$ cat config.mk
export PLATFORM = sky130hd
export DESIGN_NAME = irq_vector_router_flat
export DESIGN_NICKNAME = d
export VERILOG_FILES = /design/src/rtl/irq_vector_router_if.sv /design/src/rtl/irq_vector_router.sv /design/src/flat_wrapper.sv
export SDC_FILE = /design/constraint.sdc
export NUM_CORES = 1
export LEC_CHECK = 0
export ABC_AREA = 1
export CORE_ASPECT_RATIO = 0.75
export CORE_MARGIN = 4
export CORE_UTILIZATION = 57
export CTS_BUF_LIST = sky130_fd_sc_hd__clkbuf_8
export DETAILED_ROUTE_END_ITERATION = 7
export GPL_ROUTABILITY_DRIVEN = 0
export PLACE_DENSITY = 0.92
export SYNTH_ARGS = -nofsm -noshare
export SYNTH_HDL_FRONTEND = slang
export SYNTH_SLANG_ARGS = --single-unit
$ cat constraint.sdc
create_clock -name clk -period 3.05 [get_ports clk]
set_input_delay 0.61 -clock clk [delete_from_list [all_inputs] [get_ports clk]]
set_output_delay 0.61 -clock clk [all_outputs]
set_load 0.005 [all_outputs]
$ cat src/rtl/irq_vector_router_if.sv
// Signal bundle between the Dock interrupt router and its neighbours:
// the shared 8-bit config bus, tile request lines and the CPU interrupt /
// vector-fetch handshake. The router uses the slave modport; whatever drives
// the config bus, tiles and CPU side uses the master modport.
interface irq_vector_router_if #(
    parameter int NUM_SLOTS       = 3,
    parameter int NUM_TILE_INT_CH = 2,
    parameter int NUM_CPU_INT     = 2
);
    localparam int NUM_SRC = NUM_SLOTS * NUM_TILE_INT_CH;
    localparam int LW      = (NUM_CPU_INT > 1) ? $clog2(NUM_CPU_INT) : 1;
    localparam int SW      = (NUM_SRC > 1) ? $clog2(NUM_SRC) : 1;

    // config bus
    logic                   cfg_we;
    logic [7:0]             cfg_addr;
    logic [7:0]             cfg_wdata;
    // tile requests, index = slot*NUM_TILE_INT_CH + ch
    logic [NUM_SRC-1:0]     tile_int_req;
    // CPU side
    logic                   irq_vec_cycle;
    logic                   irq_ack;
    logic [LW-1:0]          ack_line;
    logic [NUM_CPU_INT-1:0] cpu_int;
    logic [NUM_SLOTS-1:0]   slot_ack;
    logic [SW-1:0]          ack_src;
    logic                   ack_valid;

    modport master (
        output cfg_we, cfg_addr, cfg_wdata, tile_int_req,
        output irq_vec_cycle, irq_ack, ack_line,
        input  cpu_int, slot_ack, ack_src, ack_valid
    );

    modport slave (
        input  cfg_we, cfg_addr, cfg_wdata, tile_int_req,
        input  irq_vec_cycle, irq_ack, ack_line,
        output cpu_int, slot_ack, ack_src, ack_valid
    );
endinterface

$ cat src/rtl/irq_vector_router.sv
// Interrupt router: per-source level/edge capture, routing of sources onto
// CPU interrupt lines via config-bus programmed route entries, and a
// vectored acknowledge handshake that selects the lowest-index active source
// on the acknowledged line and reports it as a one-hot slot select.
module irq_vector_router #(
    parameter int         NUM_SLOTS       = 3,
    parameter int         NUM_TILE_INT_CH = 2,
    parameter int         NUM_CPU_INT     = 2,
    parameter logic [7:0] IRQ_CFG_BASE    = 8'hC0
) (
    input logic                clk,
    input logic                rst,
    irq_vector_router_if.slave bus
);
    localparam int NUM_SRC = NUM_SLOTS * NUM_TILE_INT_CH;
    localparam int SW      = (NUM_SRC > 1) ? $clog2(NUM_SRC) : 1;

    typedef enum logic {
        ST_IDLE = 1'b0,
        ST_ACK  = 1'b1
    } state_t;

    state_t state_reg, state_next;

    // Route entry fields. Reserved bits [5:4] have no effect and no readback
    // path, so only the functional fields are kept.
    logic [NUM_SRC-1:0] route_en_reg;
    logic [NUM_SRC-1:0] route_edge_reg;
    logic [3:0]         route_tgt_reg [NUM_SRC];

    logic [NUM_SRC-1:0] s1_reg, s2_reg, s2_d_reg;
    logic [NUM_SRC-1:0] pend_reg, pend_next;

    logic [NUM_SRC-1:0] cfg_sel;
    logic [NUM_SRC-1:0] active;
    logic [NUM_SRC-1:0] cand;
    logic [NUM_SRC-1:0] win_onehot;
    logic [NUM_SRC-1:0] ack_clr;
    logic [NUM_SLOTS-1:0] win_slot;
    logic [SW-1:0]      win_idx;
    logic               win_found;
    logic               ack_take;
    logic               ack_exit;

    logic [NUM_CPU_INT-1:0] cpu_int_reg, cpu_int_next;
    logic [NUM_SLOTS-1:0]   slot_ack_reg;
    logic [SW-1:0]          ack_src_reg;
    logic                   ack_valid_reg;

    genvar gi;

    // Per-source address decode, active selection, ack candidacy and pend update.
    generate
        for (gi = 0; gi < NUM_SRC; gi++) begin : g_src
            localparam logic [7:0] ENTRY_ADDR = 8'(int'(IRQ_CFG_BASE) + gi);

            assign cfg_sel[gi] = bus.cfg_we && (bus.cfg_addr == ENTRY_ADDR);
            assign active[gi]  = route_edge_reg[gi] ? pend_reg[gi] : s2_reg[gi];
            assign cand[gi]    = route_en_reg[gi] && active[gi]
                                 && (route_tgt_reg[gi] == 4'(bus.ack_line));
            assign ack_clr[gi] = ack_take && win_onehot[gi] && route_edge_reg[gi];
            // A fresh rising edge beats any clear arriving in the same cycle.
            assign pend_next[gi] = (s2_reg[gi] & ~s2_d_reg[gi])
                                 | (pend_reg[gi] & ~cfg_sel[gi] & ~ack_clr[gi]);
        end
    endgenerate

    // Lowest-index candidate wins: isolate the least significant set bit.
    assign win_onehot = cand & (~cand + NUM_SRC'(1));
    assign win_found  = |cand;

    // Slot select is the OR of the winner bits belonging to each slot.
    generate
        for (gi = 0; gi < NUM_SLOTS; gi++) begin : g_slot
            assign win_slot[gi] = |win_onehot[gi*NUM_TILE_INT_CH +: NUM_TILE_INT_CH];
        end
    endgenerate

    // Encode the one-hot winner into a source index (0 when there is none).
    always_comb begin
        win_idx = '0;
        for (int i = 0; i < NUM_SRC; i++) begin
            if (win_onehot[i]) win_idx = SW'(i);
        end
    end

    // Each CPU line is the OR of enabled, active sources that target it;
    // targets beyond NUM_CPU_INT never match and so drive nothing.
    always_comb begin
        cpu_int_next = '0;
        for (int l = 0; l < NUM_CPU_INT; l++) begin
            for (int i = 0; i < NUM_SRC; i++) begin
                if (route_en_reg[i] && active[i] && (route_tgt_reg[i] == 4'(l)))
                    cpu_int_next[l] = 1'b1;
            end
        end
    end

    // Route table: a write to an entry's address replaces the whole entry.
    always_ff @(posedge clk or posedge rst) begin
        if (rst) begin
            route_en_reg   <= '0;
            route_edge_reg <= '0;
            for (int i = 0; i < NUM_SRC; i++) route_tgt_reg[i] <= '0;
        end else begin
            for (int i = 0; i < NUM_SRC; i++) begin
                if (cfg_sel[i]) begin
                    route_en_reg[i]   <= bus.cfg_wdata[7];
                    route_edge_reg[i] <= bus.cfg_wdata[6];
                    route_tgt_reg[i]  <= bus.cfg_wdata[3:0];
                end
            end
        end
    end

    // Two-flop synchroniser, previous-s2 copy for edge detect, and pend flags.
    always_ff @(posedge clk or posedge rst) begin
        if (rst) begin
            s1_reg   <= '0;
            s2_reg   <= '0;
            s2_d_reg <= '0;
            pend_reg <= '0;
        end else begin
            s1_reg   <= bus.tile_int_req;
            s2_reg   <= s1_reg;
            s2_d_reg <= s2_reg;
            pend_reg <= pend_next;
        end
    end

    // Registered CPU interrupt lines.
    always_ff @(posedge clk or posedge rst) begin
        if (rst) cpu_int_reg <= '0;
        else     cpu_int_reg <= cpu_int_next;
    end

    // Acknowledge FSM state register.
    always_ff @(posedge clk or posedge rst) begin
        if (rst) state_reg <= ST_IDLE;
        else     state_reg <= state_next;
    end

    // Acknowledge FSM: take an ack only from IDLE, leave ACK when the fetch ends.
    always_comb begin
        state_next = state_reg;
        ack_take   = 1'b0;
        ack_exit   = 1'b0;
        case (state_reg)
            ST_IDLE: begin
                if (bus.irq_vec_cycle && bus.irq_ack) begin
                    state_next = ST_ACK;
                    ack_take   = 1'b1;
                end
            end
            ST_ACK: begin
                if (!bus.irq_vec_cycle) begin
                    state_next = ST_IDLE;
                    ack_exit   = 1'b1;
                end
            end
            default: state_next = ST_IDLE;
        endcase
    end

    // Latched vector-fetch outputs: captured on ack, held through ACK, cleared on exit.
    always_ff @(posedge clk or posedge rst) begin
        if (rst) begin
            slot_ack_reg  <= '0;
            ack_src_reg   <= '0;
            ack_valid_reg <= 1'b0;
        end else if (ack_take) begin
            slot_ack_reg  <= win_slot;
            ack_src_reg   <= win_idx;
            ack_valid_reg <= win_found;
        end else if (ack_exit) begin
            slot_ack_reg  <= '0;
            ack_src_reg   <= '0;
            ack_valid_reg <= 1'b0;
        end
    end

    assign bus.cpu_int   = cpu_int_reg;
    assign bus.slot_ack  = slot_ack_reg;
    assign bus.ack_src   = ack_src_reg;
    assign bus.ack_valid = ack_valid_reg;
endmodule

$ cat src/flat_wrapper.sv
// flat-port wrapper written by rule: the top's interface ports become plain ports
module irq_vector_router_flat 
#(
    parameter int         NUM_SLOTS       = 3,
    parameter int         NUM_TILE_INT_CH = 2,
    parameter int         NUM_CPU_INT     = 2,
    parameter logic [7:0] IRQ_CFG_BASE    = 8'hC0
)
  (clk, rst, bus_cfg_we, bus_cfg_addr, bus_cfg_wdata, bus_tile_int_req, bus_irq_vec_cycle, bus_irq_ack, bus_ack_line, bus_cpu_int, bus_slot_ack, bus_ack_src, bus_ack_valid);
  irq_vector_router_if #(.NUM_SLOTS(NUM_SLOTS), .NUM_TILE_INT_CH(NUM_TILE_INT_CH), .NUM_CPU_INT(NUM_CPU_INT)) bus_i ();
  input logic clk;
  input logic rst;
  input wire logic [$bits(bus_i.cfg_we)-1:0] bus_cfg_we;
  input wire logic [$bits(bus_i.cfg_addr)-1:0] bus_cfg_addr;
  input wire logic [$bits(bus_i.cfg_wdata)-1:0] bus_cfg_wdata;
  input wire logic [$bits(bus_i.tile_int_req)-1:0] bus_tile_int_req;
  input wire logic [$bits(bus_i.irq_vec_cycle)-1:0] bus_irq_vec_cycle;
  input wire logic [$bits(bus_i.irq_ack)-1:0] bus_irq_ack;
  input wire logic [$bits(bus_i.ack_line)-1:0] bus_ack_line;
  output wire logic [$bits(bus_i.cpu_int)-1:0] bus_cpu_int;
  output wire logic [$bits(bus_i.slot_ack)-1:0] bus_slot_ack;
  output wire logic [$bits(bus_i.ack_src)-1:0] bus_ack_src;
  output wire logic [$bits(bus_i.ack_valid)-1:0] bus_ack_valid;
  assign bus_i.cfg_we = bus_cfg_we;
  assign bus_i.cfg_addr = bus_cfg_addr;
  assign bus_i.cfg_wdata = bus_cfg_wdata;
  assign bus_i.tile_int_req = bus_tile_int_req;
  assign bus_i.irq_vec_cycle = bus_irq_vec_cycle;
  assign bus_i.irq_ack = bus_irq_ack;
  assign bus_i.ack_line = bus_ack_line;
  assign bus_cpu_int = bus_i.cpu_int;
  assign bus_slot_ack = bus_i.slot_ack;
  assign bus_ack_src = bus_i.ack_src;
  assign bus_ack_valid = bus_i.ack_valid;
  irq_vector_router #(.NUM_SLOTS(NUM_SLOTS), .NUM_TILE_INT_CH(NUM_TILE_INT_CH), .NUM_CPU_INT(NUM_CPU_INT), .IRQ_CFG_BASE(IRQ_CFG_BASE)) u_core (.clk(clk), .rst(rst), .bus(bus_i));
endmodule
# Word-level counts from Yosys, hierarchy flattened
# Cells that the tools add are included.
totals:
  ff_bits: 70
  inputBits: 28
  output_inout_bits: 9
  word_cells: 179
op_classes:
  add_sub_neg: 1
  eq_ne: 18
  n_mux: 34
  bitwise: 45
  reduce_logical: 54
op_table:
  columns: ["cell", "count"]
  rows:
  - ["$eq A8 B8 Y1 const B", 6]
  - ["$logic_and A1 B1 Y1", 43]
  - ["$mux W1", 26]
  - ["$eq A4 B1 Y1", 6]
  - ["$eq A4 B1 Y1 const B", 6]
  - ["$logic_not A4 Y1", 6]
  - ["$not A1 Y1", 19]
  - ["$and A1 B1 Y1", 18]
  - ["$mux W3", 5]
  - ["$add A6 B1 Y6 const B", 1]
  - ["$and A6 B6 Y6", 1]
  - ["$not A6 Y6", 1]
  - ["$or A1 B1 Y1", 6]
  - ["$reduce_or A2 Y1", 3]
  - ["$reduce_or A6 Y1", 1]
  - ["$mux W2", 2]
  - ["$pmux W1 S2", 1]
  - ["$reduce_bool A2 Y1", 1]

# Depth between registers and ports, before layout
logic_depth:
  word_depth: 12
  depth_mapped: 11
  depth_no_buf: 11

# Worst setup path before layout
# OpenSTA, ideal clock, no wires.
synth_path:
  path_kind: "input to register"
  start: "in bus_cfg_addr[5]"
  end: "reg u_core.route_tgt_reg[4] (netlist name)"
  setup_ns: 0.124
  t_arrival_ns: 1.375
  t_required_ns: 2.926
  slack_ns: 1.552
  path_stages: 7
  path_buffers: 1
  path_cell_list: "nor2_1 nand3_1 nor4_2 nand2_1 buf_2 nand2_1 o21ai_1"
synth_between:
  elab_chain_len: 2
synth_rtl:
  columns: ["item", "line", "rtl"]
  rows:
  - ["from (decl)", "flat_wrapper.sv:14", "input wire logic [$bits(bus_i.cfg_addr)-1:0] bus_cfg_addr;"]
  - ["$eq A8 B8 Y1", "irq_vector_router.sv:57", "assign cfg_sel[gi] = bus.cfg_we && (bus.cfg_addr == ENTRY_ADDR);"]
  - ["$logic_and A1 B1 Y1", "irq_vector_router.sv:57", null]
  - ["to (signal, indexed assignment)", "irq_vector_router.sv:110", "route_tgt_reg[i] <= bus.cfg_wdata[3:0];"]
  - ["to (decl)", "irq_vector_router.sv:29", "logic [3:0] route_tgt_reg [NUM_SRC];"]
# No other way between the ends.
# A chain may end at the register's enable or synchronous reset.

# Worst setup path in the final report
layout_path:
  start: "in bus_ack_line"
  end: "reg u_core.pend_reg[2]"
layout_between:
  elab_chain_len: 10
  word_cells_on_any_way: 14
  cone_classes: "add/sub: 1; eq/ne: 3; bitwise: 5; reduce/logical: 5"
layout_rtl:
  columns: ["item", "line", "rtl"]
  rows:
  - ["from (decl)", "flat_wrapper.sv:19", "input wire logic [$bits(bus_i.ack_line)-1:0] bus_ack_line;"]
  - ["$eq A4 B1 Y1", "irq_vector_router.sv:60", "&& (route_tgt_reg[gi] == 4'(bus.ack_line));"]
  - ["$logic_and A1 B1 Y1", "irq_vector_router.sv:60", null]
  - ["$not A6 Y6", "irq_vector_router.sv:69", "assign win_onehot = cand & (~cand + NUM_SRC'(1));"]
  - ["$add A6 B1 Y6", "irq_vector_router.sv:69", null]
  - ["$and A6 B6 Y6 *", "irq_vector_router.sv:69", null]
  - ["$logic_and A1 B1 Y1 * (2 in series)", "irq_vector_router.sv:61", "assign ack_clr[gi] = ack_take && win_onehot[gi] && route_edge_reg[gi];"]
  - ["$not A1 Y1 *", "irq_vector_router.sv:64", "| (pend_reg[gi] & ~cfg_sel[gi] & ~ack_clr[gi]);"]
  - ["$and A1 B1 Y1 *", "irq_vector_router.sv:64", null]
  - ["$or A1 B1 Y1 *", "irq_vector_router.sv:64", null]
  - ["net u_core.pend_next[2]", "irq_vector_router.sv:32", "logic [NUM_SRC-1:0] pend_reg, pend_next;"]
  - ["to (signal assigned)", "irq_vector_router.sv:127", "pend_reg <= pend_next;"]
  - ["to (decl)", "irq_vector_router.sv:32", null]
# The timed path passes the listed nets; every way through them passes the cells marked *.

==> impl_metrics.env <==
export IMPL_largest_reg_flops=24
export IMPL_hold_violations=0
export IMPL_met1_usage_pct=26.5
export IMPL_fin_worst_skew_ps=8.99
export IMPL_synth_area_leaders="dfrtp_1, nand2_1, o21ai_1"
export IMPL_n_antenna_cell=0
export IMPL_hold_slack_ps=351
export IMPL_pwr_share_comb_pct=9.1
export IMPL_crit_path_top_delay_cell="clkdlybuf4s50_1"
export IMPL_dpl_cell_count=444
export IMPL_rsz0062_at_grt="no"
export IMPL_clockPowerShare_pct=39.1
export IMPL_grt_pass1_wl_microns=10100
export IMPL_post_route_drc_count=0
export IMPL_clock_sinks=69
export IMPL_ys_seq_area_share_pct=57.6
export IMPL_drt_wirelength_per_cell_microns=13.3
export IMPL_synth_seq_cells=69
export IMPL_core_rowCount=22
export IMPL_met3_usage_pct=7.01
export IMPL_ir_drop_uv=273
export IMPL_synthCells=344
export IMPL_busiest_layer="met2"
export IMPL_fmax_ghz=0.494
export IMPL_drive_gt1_share_pct=10.6
export IMPL_initial_core_util_pct=60.2
export IMPL_layout_common_cells="nand2_1, dfrtp_1, o21ai_1"
export IMPL_synth_area_sq_um=3000
export IMPL_cts_max_level=3
export IMPL_worstPathArrival_ps=2260
export IMPL_finalWirelength_microns=6110
export IMPL_drt_initial_drc_count=176
export IMPL_cp_end_kind="flop"
export IMPL_worst_slew_pin_slew_ps=487
export IMPL_core_area_sq_um=4980
export IMPL_num_vias=2355
export IMPL_cts_tree="yes"
export IMPL_grt_pass1_vias=2159
export IMPL_syn_nets=372
export IMPL_power_density_nw_per_um2=524
export IMPL_syn_mean_instance_area_sq_um=8.71
export IMPL_port_buffers=34
export IMPL_areaGrowthSynthToFinish_pct=20.5
export IMPL_power_leakage_nw=1.77
export IMPL_maxCapViolCount=0
export IMPL_fp_dieH_microns=70.8
export IMPL_root_buffer="clkbuf_8"
export IMPL_cts_made_buffers=9
export IMPL_crit_required_ps=3290
export IMPL_grt_overflow_total=0
export IMPL_critPathKind="in -> reg"
export IMPL_fin_crit_ps=2030
export IMPL_path_clk_slew_ps=70
export IMPL_setup_tns_ps=0
export IMPL_cts_resized=0
export IMPL_grtUsageMet2_pct=30.9
export IMPL_setup_viol=0
export IMPL_ant_nets=0
export IMPL_post_cts_setup_buffers=0
export IMPL_viasPerCell=5.12
export IMPL_nets=411
export IMPL_post_place_ws_ps=686
export IMPL_grt_max_degree=70
export IMPL_p_seq_share_pct=51.7
export IMPL_fp_dieW_microns=91.7
export IMPL_grt_total_usage_pct=20.2
export IMPL_die_area_sq_um=6500
export IMPL_synth_cell_types=28
export IMPL_p_int_w=0.00143
export IMPL_ctsLongestPathBuffers=2
export IMPL_finalWorstSetupSlack_ps=1020
export IMPL_finalCritPeriodShare_pct=66.4
export IMPL_cpPeakStageDelay_ps=580
export IMPL_hpwlAfterDp_microns=4450
export IMPL_switching_share_pct=24.7
export IMPL_yosysTopAreaCellShare_pct=57.6
export IMPL_hold_path_class="reg -> reg"
export IMPL_path_max_fanout=7
export IMPL_yosys_warnings=0
export IMPL_max_slew_margin_rel_pct=67.4
export IMPL_fillers=365
export IMPL_first_pass_iters=5
export IMPL_status="finished clean"
export IMPL_cp_cell_sequence="clkdlybuf4s50_1, inv_2, nand2_1, nand2_2, nor2_4, nand2_4, nand2_2, nor2_1, nand3_1, nand3_1, o21ai_1"
export IMPL_final_cell_count_no_fill=460
export IMPL_drv_slew=0
export IMPL_p_sw_w=0.000467
export IMPL_yosys_area_top_type="dfrtp_1"
export IMPL_startpoint_type="input port"
export IMPL_antenna_found_initial=0
export IMPL_final_common_cell="nand2_1"
export IMPL_clk_latency_ps=350
export IMPL_hold_buffers=0
export IMPL_pin_count=37
[routing by layer]
layer / wire length, microns / vias up
met5: 0 / -
met3: 460 / 14
met4: 138 / 0
met2: 2850 / 78
li1: - / 1173
met1: 2670 / 1090
[power groups by stage]
stage | Sequential, W | Clock (W) | Combinational, W
finish | 0.000980 | 0.000741 | 0.000173
global route | 0.000984 | 0.000795 | 0.000194
CTS | 0.000980 | 0.000752 | 0.000175
detailed placement | 0.000997 | 0 | 0.000174
global placement | 0.000994 | 0 | 0.000168
floorplan | 0.000991 | 0 | 0.000102
[cell type report]
type	instances	area, sq um	area share [%]
multi-input combinational	223	1070	29.5
clock inverter	6	63.8	1.77
tap	72	90.1	2.49
sequential	69	1730	47.8
timing repair buffer	35	360	9.97
inverter	45	169	4.67
clock buffer	10	138	3.81
[logic make-up (layout without fill, tap and decap cells)]
| logic type | Yosys count | after routing | synth area share [%] |
|---|---|---|---|
| AO/OA/AOI/OAI | 51 | 51 | 8.93 |
| AND/OR/NAND/NOR | 172 | 172 | 26.6 |
| buffers and inverters | 52 | 96 | 6.84 |
| flip-flops | 69 | 69 | 57.6 |
[Yosys cell counts (all sizes together)]
cell type / count
inv: 45
nand2: 108
nor4: 1
buf: 6
nand4: 5
nand3b: 2
a21oi: 1
a31oi: 2
nand3: 18
nor3b: 2
a22o: 1
or2: 1
dfrtp: 69
o21ai: 45
nor2: 29
nor3: 6
o22ai: 2
clkbuf: 1
[path summary, 6_finish.rpt]
kind                                                from                  to  slack, ps  cells after the start
worst max-delay path                        bus_ack_line  u_core.pend_reg[2]       1020                     11
worst min-delay path                    u_core.s1_reg[0]    u_core.s2_reg[0]        350                      0
worst max register to register  u_core.route_tgt_reg[14]  u_core.pend_reg[2]       1490                      8
worst min register to register          u_core.s1_reg[0]    u_core.s2_reg[0]        350                      0
max in group asynchronous                            rst  u_core.pend_reg[0]       2130                      3
min in group asynchronous                            rst    u_core.s1_reg[1]        640                      3
[through the flow]
step / util [%] / power (W) / instance area, sq um
5_1_grt: 72.5 / 0.00197 / 3610
3_3_place_gp: 68.5 / 0.00116 / 3410
4_1_cts: 72.5 / 0.00191 / 3610
3_5_place_dp: 68.5 / 0.00117 / 3410
6_report: 72.5 / 0.00189 / 3610
2_1_floorplan: - / 0.00109 / 3000
[critical path: cells and delay by family]
kind	cells	cell delay [ps]
buffers and inverters	2	770
and+or+nand+nor	8	810
AOI/OAI and AO/OA	1	90
No activity file was read; power rests on OpenSTA's default activity.
